### config.mk
export PLATFORM = sky130hd
export DESIGN_NAME = csr_file
export DESIGN_NICKNAME = d
export VERILOG_FILES = /design/src/rtl/csr_file.sv
export SDC_FILE = /design/constraint.sdc
export NUM_CORES = 1
export LEC_CHECK = 0
export ABC_AREA = 0
export CAP_MARGIN = 5
export CORE_MARGIN = 1
export CORE_UTILIZATION = 45
export CTS_CLUSTER_DIAMETER = 80
export DETAILED_ROUTE_END_ITERATION = 8
export GPL_TIMING_DRIVEN = 1
export PLACE_DENSITY_LB_ADDON = 0.12
export SYNTH_ARGS = -nofsm -noshare
export SYNTH_HDL_FRONTEND = slang
export SYNTH_SLANG_ARGS = --single-unit
### constraint.sdc
create_clock -name clk -period 5.7 [get_ports clk]
set_clock_uncertainty 0.2 [all_clocks]
set_input_delay 0.855 -clock clk [delete_from_list [all_inputs] [get_ports clk]]
set_output_delay 0.855 -clock clk [all_outputs]
set_load 0.02 [all_outputs]
### src/rtl/csr_file.sv
// csr_file: machine-mode CSR file with trap/mret/wfi sequencing; CSR_COUNTER_WR_EN makes the counters writable
module csr_file #(
    parameter logic [31:0] MTVEC_VAL    = 32'h0001_0000,
    parameter logic [1:0]  RESET_PC_MPP = 2'b11
) (
    input  logic        clk,
    input  logic        rst,
    input  logic [11:0] csr_raddr,
    output logic [31:0] csr_rdata,
    input  logic        csr_we,
    input  logic [11:0] csr_waddr,
    input  logic [1:0]  csr_op,
    input  logic [31:0] csr_wsrc,
    input  logic        instr_retire,
    input  logic        stall,
    input  logic        ext_irq,
    input  logic [31:0] trap_pc,
    input  logic        mret,
    input  logic        wfi,
    output logic        redirect,
    output logic [31:0] redirect_pc,
    output logic        halt
);
    typedef enum logic [1:0] {RUN, TRAP, WFI} state_t;
    state_t      state;
    logic        st_mie, st_mpie, meie, meip;
    logic [1:0]  st_mpp;
    logic [31:2] mepc;
    logic [63:0] cycle, instret, cyc_inc, ins_inc, cycle_nx, instret_nx;
    logic [31:0] wold, wval;
    logic        irq_take, trap_go, mret_go, wfi_go, w_en;
    logic        unused;

    function automatic logic [31:0] rd(input logic [11:0] a);
        case (a)
            12'h300: rd = {19'b0, st_mpp, 3'b0, st_mpie, 3'b0, st_mie, 3'b0};
            12'h304: rd = {20'b0, meie, 11'b0};
            12'h305: rd = MTVEC_VAL;
            12'h341: rd = {mepc, 2'b0};
            12'h344: rd = {20'b0, meip, 11'b0};
            12'hB00: rd = cycle[31:0];
            12'hB02: rd = cycle[63:32];
            12'hB80: rd = instret[31:0];
            12'hB82: rd = instret[63:32];
            default: rd = 32'h0;
        endcase
    endfunction

    assign csr_rdata = rd(csr_raddr);
    assign unused    = ^{trap_pc[1:0], wval[1:0]};

    always_comb begin
        wold        = rd(csr_waddr);
        wval        = csr_op == 2'b01 ? csr_wsrc : csr_op == 2'b10 ? wold | csr_wsrc :
                      csr_op == 2'b11 ? wold & ~csr_wsrc : wold;
        irq_take    = st_mie & meie & meip;
        trap_go     = state == RUN && irq_take;
        mret_go     = state == RUN && mret && !irq_take;
        wfi_go      = state == RUN && wfi && !irq_take && !mret;
        w_en        = csr_we && !stall && csr_op != 2'b00 && !trap_go && !mret_go && !wfi_go;
        cyc_inc     = cycle + 64'd1;
        ins_inc     = instret + 64'(instr_retire && !stall);
        redirect    = state == TRAP || mret_go;
        redirect_pc = state == TRAP ? MTVEC_VAL : mret_go ? {mepc, 2'b0} : 32'h0;
        halt        = state == WFI;
    end

`ifdef CSR_COUNTER_WR_EN
    logic wc_lo, wc_hi, wi_lo, wi_hi;
    // a low-half write holds the high half, swallowing that cycle's carry
    always_comb begin
        wc_lo      = w_en && csr_waddr == 12'hB00;
        wc_hi      = w_en && csr_waddr == 12'hB02;
        wi_lo      = w_en && csr_waddr == 12'hB80;
        wi_hi      = w_en && csr_waddr == 12'hB82;
        cycle_nx   = {wc_hi ? wval : wc_lo ? cycle[63:32] : cyc_inc[63:32],
                      wc_lo ? wval : cyc_inc[31:0]};
        instret_nx = {wi_hi ? wval : wi_lo ? instret[63:32] : ins_inc[63:32],
                      wi_lo ? wval : ins_inc[31:0]};
    end
`else
    always_comb begin
        cycle_nx   = cyc_inc;
        instret_nx = ins_inc;
    end
`endif

    always_ff @(posedge clk) begin
        if (!rst) begin
            state   <= RUN;
            st_mie  <= 1'b0;
            st_mpie <= 1'b0;
            st_mpp  <= 2'b00;
            meie    <= 1'b0;
            meip    <= 1'b0;
            mepc    <= '0;
            cycle   <= '0;
            instret <= '0;
        end else begin
            cycle   <= cycle_nx;
            instret <= instret_nx;
            meip    <= ext_irq;
            state   <= trap_go ? TRAP : wfi_go ? WFI :
                       (state == WFI && !(meip && meie)) ? WFI : RUN;
            if (trap_go) begin
                mepc    <= trap_pc[31:2];
                st_mpie <= st_mie;
                st_mie  <= 1'b0;
                st_mpp  <= RESET_PC_MPP;
            end else if (mret_go) begin
                st_mie  <= st_mpie;
                st_mpie <= 1'b1;
            end else if (w_en) begin
                if (csr_waddr == 12'h300) begin
                    st_mpp  <= wval[12:11];
                    st_mpie <= wval[7];
                    st_mie  <= wval[3];
                end
                if (csr_waddr == 12'h304) meie <= wval[11];
                if (csr_waddr == 12'h341) mepc <= wval[31:2];
            end
        end
    end
endmodule

==> metrics.txt, run 1 <==
status=complete, no violations; fillers=2,180; # diodes=0; M1 WL=16.2 mm; Placer Congestion=0.898; Synth cell types=66; worst path bufs/invs=2; metal3 WL=2.82 mm; xor/xnor share of the synthesized area=9.84%; Yosys warning total=0; cells along the critical path=clkdlybuf4s50_1 -> nor4b_1 -> nand3b_1 -> or4_1 -> nor4_1 -> a221o_1 -> clkdlybuf4s50_1; area occupied by registers=0.00332 mm^2; r2r endpoint=instret[58]; synth-to-layout area growth=21.8%; GRT Util Overall=29.0%; clock-pin slew on the worst setup and hold paths=0.07 ns; Hold Path Stages=1; metal2 WL=15.3 mm; final number of setup-violating endpoints=0; Post-synth EDFFs=0; Mapped Cells=1,265; post-place setup slack=0.916 ns; WP data required=4.64 ns; gr ovfl total=0; Initial Util=45.7%; worst-skew pair later-pin latency=0.44 ns; H-Tree Depth=4; worst-margin pin slew=1.18 ns; buffers added on ports=157; post-synthesis mux area share=10.4%; CTS Buf Count=17; CTS resizes=0; R2R depth=6; Post-Synth Adder-Cell Area=0.351%; design internal power=0.00188 W; first-pass GRT wire length=54.0 mm; Hold Slack=0.278 ns; Simple-Gate Fraction of Synth Area=29.3%; Max Fanout on Critical Path=3; worst reg2reg startpoint=instret[25]; Synth Area per Inst=8.45 um^2; MaxCap Viol Count=0; Rel. slew slack=21.0%; PwrDens=194 mW/mm^2; clock network fraction of total power=44.5%; worst reg-to-reg setup slack=2.55 ns; CP max stage cell=nor4_1; #FFs+latches synth=166; ys async rst share=0%; Setup crit start kind=input pin; 1st-iter DRT viols=894; via/cell ratio=5.89; Final Power=0.00252 W; number of global-route vias before repair=9,075; Peak VDD IR=171 uV; Placement Cell Area=0.0124 mm^2; Top delay family on crit path=simple AND/OR/NAND/NOR gates; clk buf depth=2; post-synthesis instance area=0.0107 mm^2; DRT antenna net count=0; CP Capture Type=output port; postcts setup bufs=0; post-route setup TNS=0 ns; CP dominant cell by count=clkdlybuf4s50_1; Num Clock Sinks=166; Final HPWL DP=25.6 mm; routed len/inst=20.5 um; RSZ-0062 raised after global routing=false; I/O pin count=164; min-delay src=cycle[0]; combinational share of power=9.1%; die area=0.0244 mm^2; Leakage=4.52 nW; Final Max Tran Viols=0; Psw=0.000638 W; fin crit period=4.82 ns; Largest stage delay, worst path=0.62 ns; Hold WC Path Type=flip-flop to flip-flop; drt pass-1 iters=5; CTS root buf=clkbuf_16; uppermost layer routed=met4; hold buffer count at CTS=0; final wirelength=34.9 mm; fin worst setup slack=0.884 ns; Multi-input gate area=0.00698 mm^2; Rows=56; residual DRC count=0; Sw Ratio=25.3%; Core Box Area=0.0234 mm^2; sequential fraction of design power=46.4%; hold path endpoint=cycle[0]; most frequent cells in the layout=dfxtp_1 (166), clkdlybuf4s50_1 (153), nand2_1 (146); post-synthesis compound-gate area fraction=15.0%; post-route cell area=0.0130 mm^2; Critical Path AT=3.76 ns; Crit Path Class=input pin to output port; CTS tree=built; initial antenna violation count=0; Highest Clock Rate=0.208 GHz; Fin. Hold Viols=0; layout cell share with drive strength beyond 1=7.44%; largest family of logic cells by synthesized area=simple AND/OR/NAND/NOR gates; pin count of the biggest net entering global routing=92; Synth Flop Type=dfxtp_1; die height=156 um; via count=10,000; nets@finish=1,472; most common cell after layout, fill and taps aside=dfxtp_1; register area share after synthesis=31.1%; Die X=156 um; final worst path period share=84.5%
## cells by family after synthesis
logic type,after synthesis
mux,69
flops,166
fa+ha+maj,3
other cells,1
compound gates,232
xor+xnor,120
buf+inv,106
simple gates,568
## power groups by stage
stage               sequential, W  combinational (W)  clock, W
finish                    0.00117           0.000228   0.00112
global route              0.00117           0.000246   0.00119
CTS                       0.00117           0.000227   0.00114
detailed placement        0.00120           0.000225         0
global placement          0.00120           0.000225         0
floorplan                 0.00119           0.000123         0
## cell usage after synthesis, drive strengths merged, types with 3 or more instances
cell	instances	area [um^2]
buf	18	93.8
nand4b	3	26.3
a21boi	21	158
nor2b	14	87.6
dfxtp	166	3320
xnor2	98	858
and3	20	125
o31ai	3	22.5
nor3	30	171
nand3b	4	30.0
nand3	67	340
nor4	19	131
inv	18	67.6
clkbuf	70	263
a221o	19	190
mux4	33	751
and4	13	114
a22oi	7	52.6
o21ai	75	375
or2	5	31.3
or4b	3	30.0
nand4	39	244
xor2	22	193
nor2	31	116
ha	3	37.5
nand2	146	548
a22o	44	385
a211oi	14	105
or4	9	71.3
o21a	7	52.6
or3	25	156
a21oi	27	135
a221oi	3	26.3
and2	124	776
mux2i	34	340
nand2b	7	43.8
## worst register-to-register path, stage by stage (launching register included)
cell      delay, ns
dfxtp_1        0.51
and4_1         0.33
and3_1         0.38
and4_1         0.65
nand3_1        0.42
or3_1          0.43
a21boi_0       0.16
## through the flow
step           utilization (%)  std cells
2_1_floorplan                -       1266
3_3_place_gp              53.2       1671
3_5_place_dp              53.2       1671
4_1_cts                   55.6       1703
5_1_grt                   55.6       1703
6_report                  55.6       1703
## layout make-up
cell class,count,share of cell area [%]
multi-input combinational,994,53.6
timing repair buffer,174,12.9
clock buffer,21,3.62
sequential,166,25.5
inverter,18,0.519
clock inverter,11,0.712
tap,319,3.07
## sequential cells by signal (all words and copies together), names as in the netlist
register	cells
cycle	64
mepc	30
meie	1
instret	64
st_mie	1
st_mpp	2
st_mpie	1
meip	1
state	2
## per-layer routing
layer | global-route usage, % | vias up
met3 | 4.47 | 43
met5 | 0 | -
met4 | 7.70 | 0
li1 | - | 4795
met1 | 42.0 | 4788
met2 | 44.6 | 403
## worst max path at each step
stage | to | slack, ns | startpoint | cells past startpoint
floorplan | csr_rdata[16] | 1.75 | csr_raddr[1] | 6
global placement | csr_rdata[12] | 0.96 | csr_raddr[3] | 7
detailed placement | csr_rdata[12] | 0.92 | csr_raddr[3] | 7
CTS | csr_rdata[12] | 0.93 | csr_raddr[3] | 7
global route | csr_rdata[12] | 0.70 | csr_raddr[3] | 7
finish | csr_rdata[12] | 0.88 | csr_raddr[3] | 7
Note: power is estimated with default switching activity, not from simulation.
==> run 2: changes to the inputs <==
clock period = 3.95 ns   (was 5.7 ns; I/O delays follow)
==> run 2 against run 1 <==
Net effect:
- via count is 0.66% higher
- register-to-register slack worse by 1.6 ns
- highest routed layer unchanged
- global-route usage increased by 0.20 points
- final cell count increased by 1.0%
- non-clock buffer count increased by 17
- critical path type unchanged
- critical endpoint is now csr_rdata[24]
- first-iteration DRC count is 7.2% lower
- sequential cell count is the same
==> metrics.txt, run 2 (same netlist as run 1, synthesis figures left out) <==
status=complete, no violations; CTS root buf=clkbuf_16; final number of setup-violating endpoints=0; clk buf depth=2; H-Tree Depth=4; 1st-iter DRT viols=830; Peak VDD IR=286 uV; die height=156 um; clock-pin slew on the worst setup and hold paths=0.06 ns; Setup crit start kind=input pin; gr ovfl total=0; via/cell ratio=5.87; CTS Buf Count=17; Initial Util=45.7%; Num Clock Sinks=166; buffers added on ports=157; PwrDens=288 mW/mm^2; post-route setup TNS=0 ns; via count=10,100; final worst path period share=96.4%; Rows=56; Largest stage delay, worst path=0.60 ns; Core Box Area=0.0234 mm^2; residual DRC count=0; final wirelength=35.3 mm; placed insts=1,688; nets@finish=1,489; layout cell share with drive strength beyond 1=8.42%; worst-skew pair later-pin latency=0.43 ns; fin cells=1,720; drt pass-1 iters=5; most common cell after layout, fill and taps aside=dfxtp_1; largest registers=cycle x64, instret x64, mepc x30; CP max stage cell=clkdlybuf4s50_1; postcts setup bufs=0; CP dominant cell by count=clkdlybuf4s50_1; first-pass GRT wire length=54.4 mm; pin count of the biggest net entering global routing=75; Leakage=4.66 nW; GRT Util Overall=29.2%; die area=0.0244 mm^2; cells along the critical path=clkdlybuf4s50_1 -> nor4b_2 -> nand3b_1 -> nor4_1 -> nand2_1 -> nor3_2 -> buf_12 -> a22o_1 -> clkdlybuf4s50_1; Placer Congestion=0.979; Fin. Hold Viols=0; Hold Path Stages=1; number of global-route vias before repair=9,277; synth-to-layout area growth=24.1%; RSZ-0062 raised after global routing=false; Final Max Tran Viols=0; CTS tree=built; # diodes=0; Hold Slack=0.298 ns; Die X=156 um; MaxCap Viol Count=0; Highest Clock Rate=0.263 GHz; Hold WC Path Type=flip-flop to flip-flop; Final Power=0.00382 W; initial antenna violation count=0; fin crit period=3.81 ns; Rel. slew slack=24.3%; I/O pin count=164; most frequent cells in the layout=dfxtp_1 (166), clkdlybuf4s50_1 (150), nand2_1 (146); DRT antenna net count=0; Final HPWL DP=26.4 mm; WP data required=3.16 ns; R2R depth=6; worst-margin pin slew=1.14 ns; Critical Path AT=3.01 ns; Max Fanout on Critical Path=29; CP Capture Type=output port; Finished Core Util=56.7%; Crit Path Class=input pin to output port; routed len/inst=20.5 um
==> run 2: cell count changes in the layout (fill, tap and decap cells not counted) <==
| cell | change |
|---|---|
| buf_4 | +12 |
| buf_12 | +5 |
| bufinv_16 | +4 |
| clkinv_4 | -4 |
| clkbuf_1 | +3 |
| clkdlybuf4s50_1 | -3 |
| dlygate4sd2_1 | +3 |
| clkbuf_8 | -2 |
| clkinv_2 | -2 |
| clkinvlp_4 | +2 |
| inv_8 | -2 |
| inv_6 | +1 |
| nor4b_1 | -1 |
| nor4b_2 | +1 |
==> run 2: through the flow <==
stage / cell area, um^2 / setup slack (ns)
4_1_cts: 13300 / 0.0806
3_3_place_gp: 12600 / -0.0370
3_5_place_dp: 12600 / -0.0277
6_report: 13300 / 0.143
2_1_floorplan: 10700 / 0.528
5_1_grt: 13300 / 0.00272
==> run 2: cell type report <==
class	instances	area, um^2
tap	319	399
inverter	18	67.6
fill	2149	10100
clock inverter	10	169
multi-input combinational	994	6980
sequential	166	3320
timing repair buffer	191	1870
clock buffer	22	454
==> run 2: worst max-delay path, delay by kind of cell <==
kind,cells,cell delay [ns]
AND/OR/NAND/NOR,5,0.99
buffers and inverters,3,1.23
AO/OA/AOI/OAI,1,0.18
==> run 2: final timing paths <==
kind,startpoint,endpoint,slack [ns]
hold reg to reg,cycle[0],cycle[0],0.30
setup / recovery,csr_raddr[3],csr_rdata[24],0.14
setup reg to reg,cycle[7],cycle[62],0.94
hold / removal,cycle[0],cycle[0],0.30
==> run 2: layer usage <==
metal	up-vias	GRT usage, %	routed length, um
li1	4834	-	-
met4	0	6.26	383
met2	409	46.6	15800
met5	-	0	0
met1	4826	41.2	16200
met3	26	4.72	3010
==> run 2: report_power, final <==
group / total (W) / switching, W / internal [W]
sequential: 0.00169 / 0.00000806 / 0.00168
combinational: 0.000337 / 0.000163 / 0.000174
clock: 0.00180 / 0.000715 / 0.00108
==> run 2: what timing repair did <==
action / in CTS / in global routing
hold buffers: 0 / 0
endpoints found under the setup margin: 3 / 27
hold endpoints to repair: 0 / 0
resized for setup: 3 / 1
pin swaps: 0 / 1
==> run 3: changes to the inputs <==
TNS_END_PERCENT = 5   (was default)
==> results of run 3 <==
The final DEF is identical to that of run 2; final timing and power are the same.
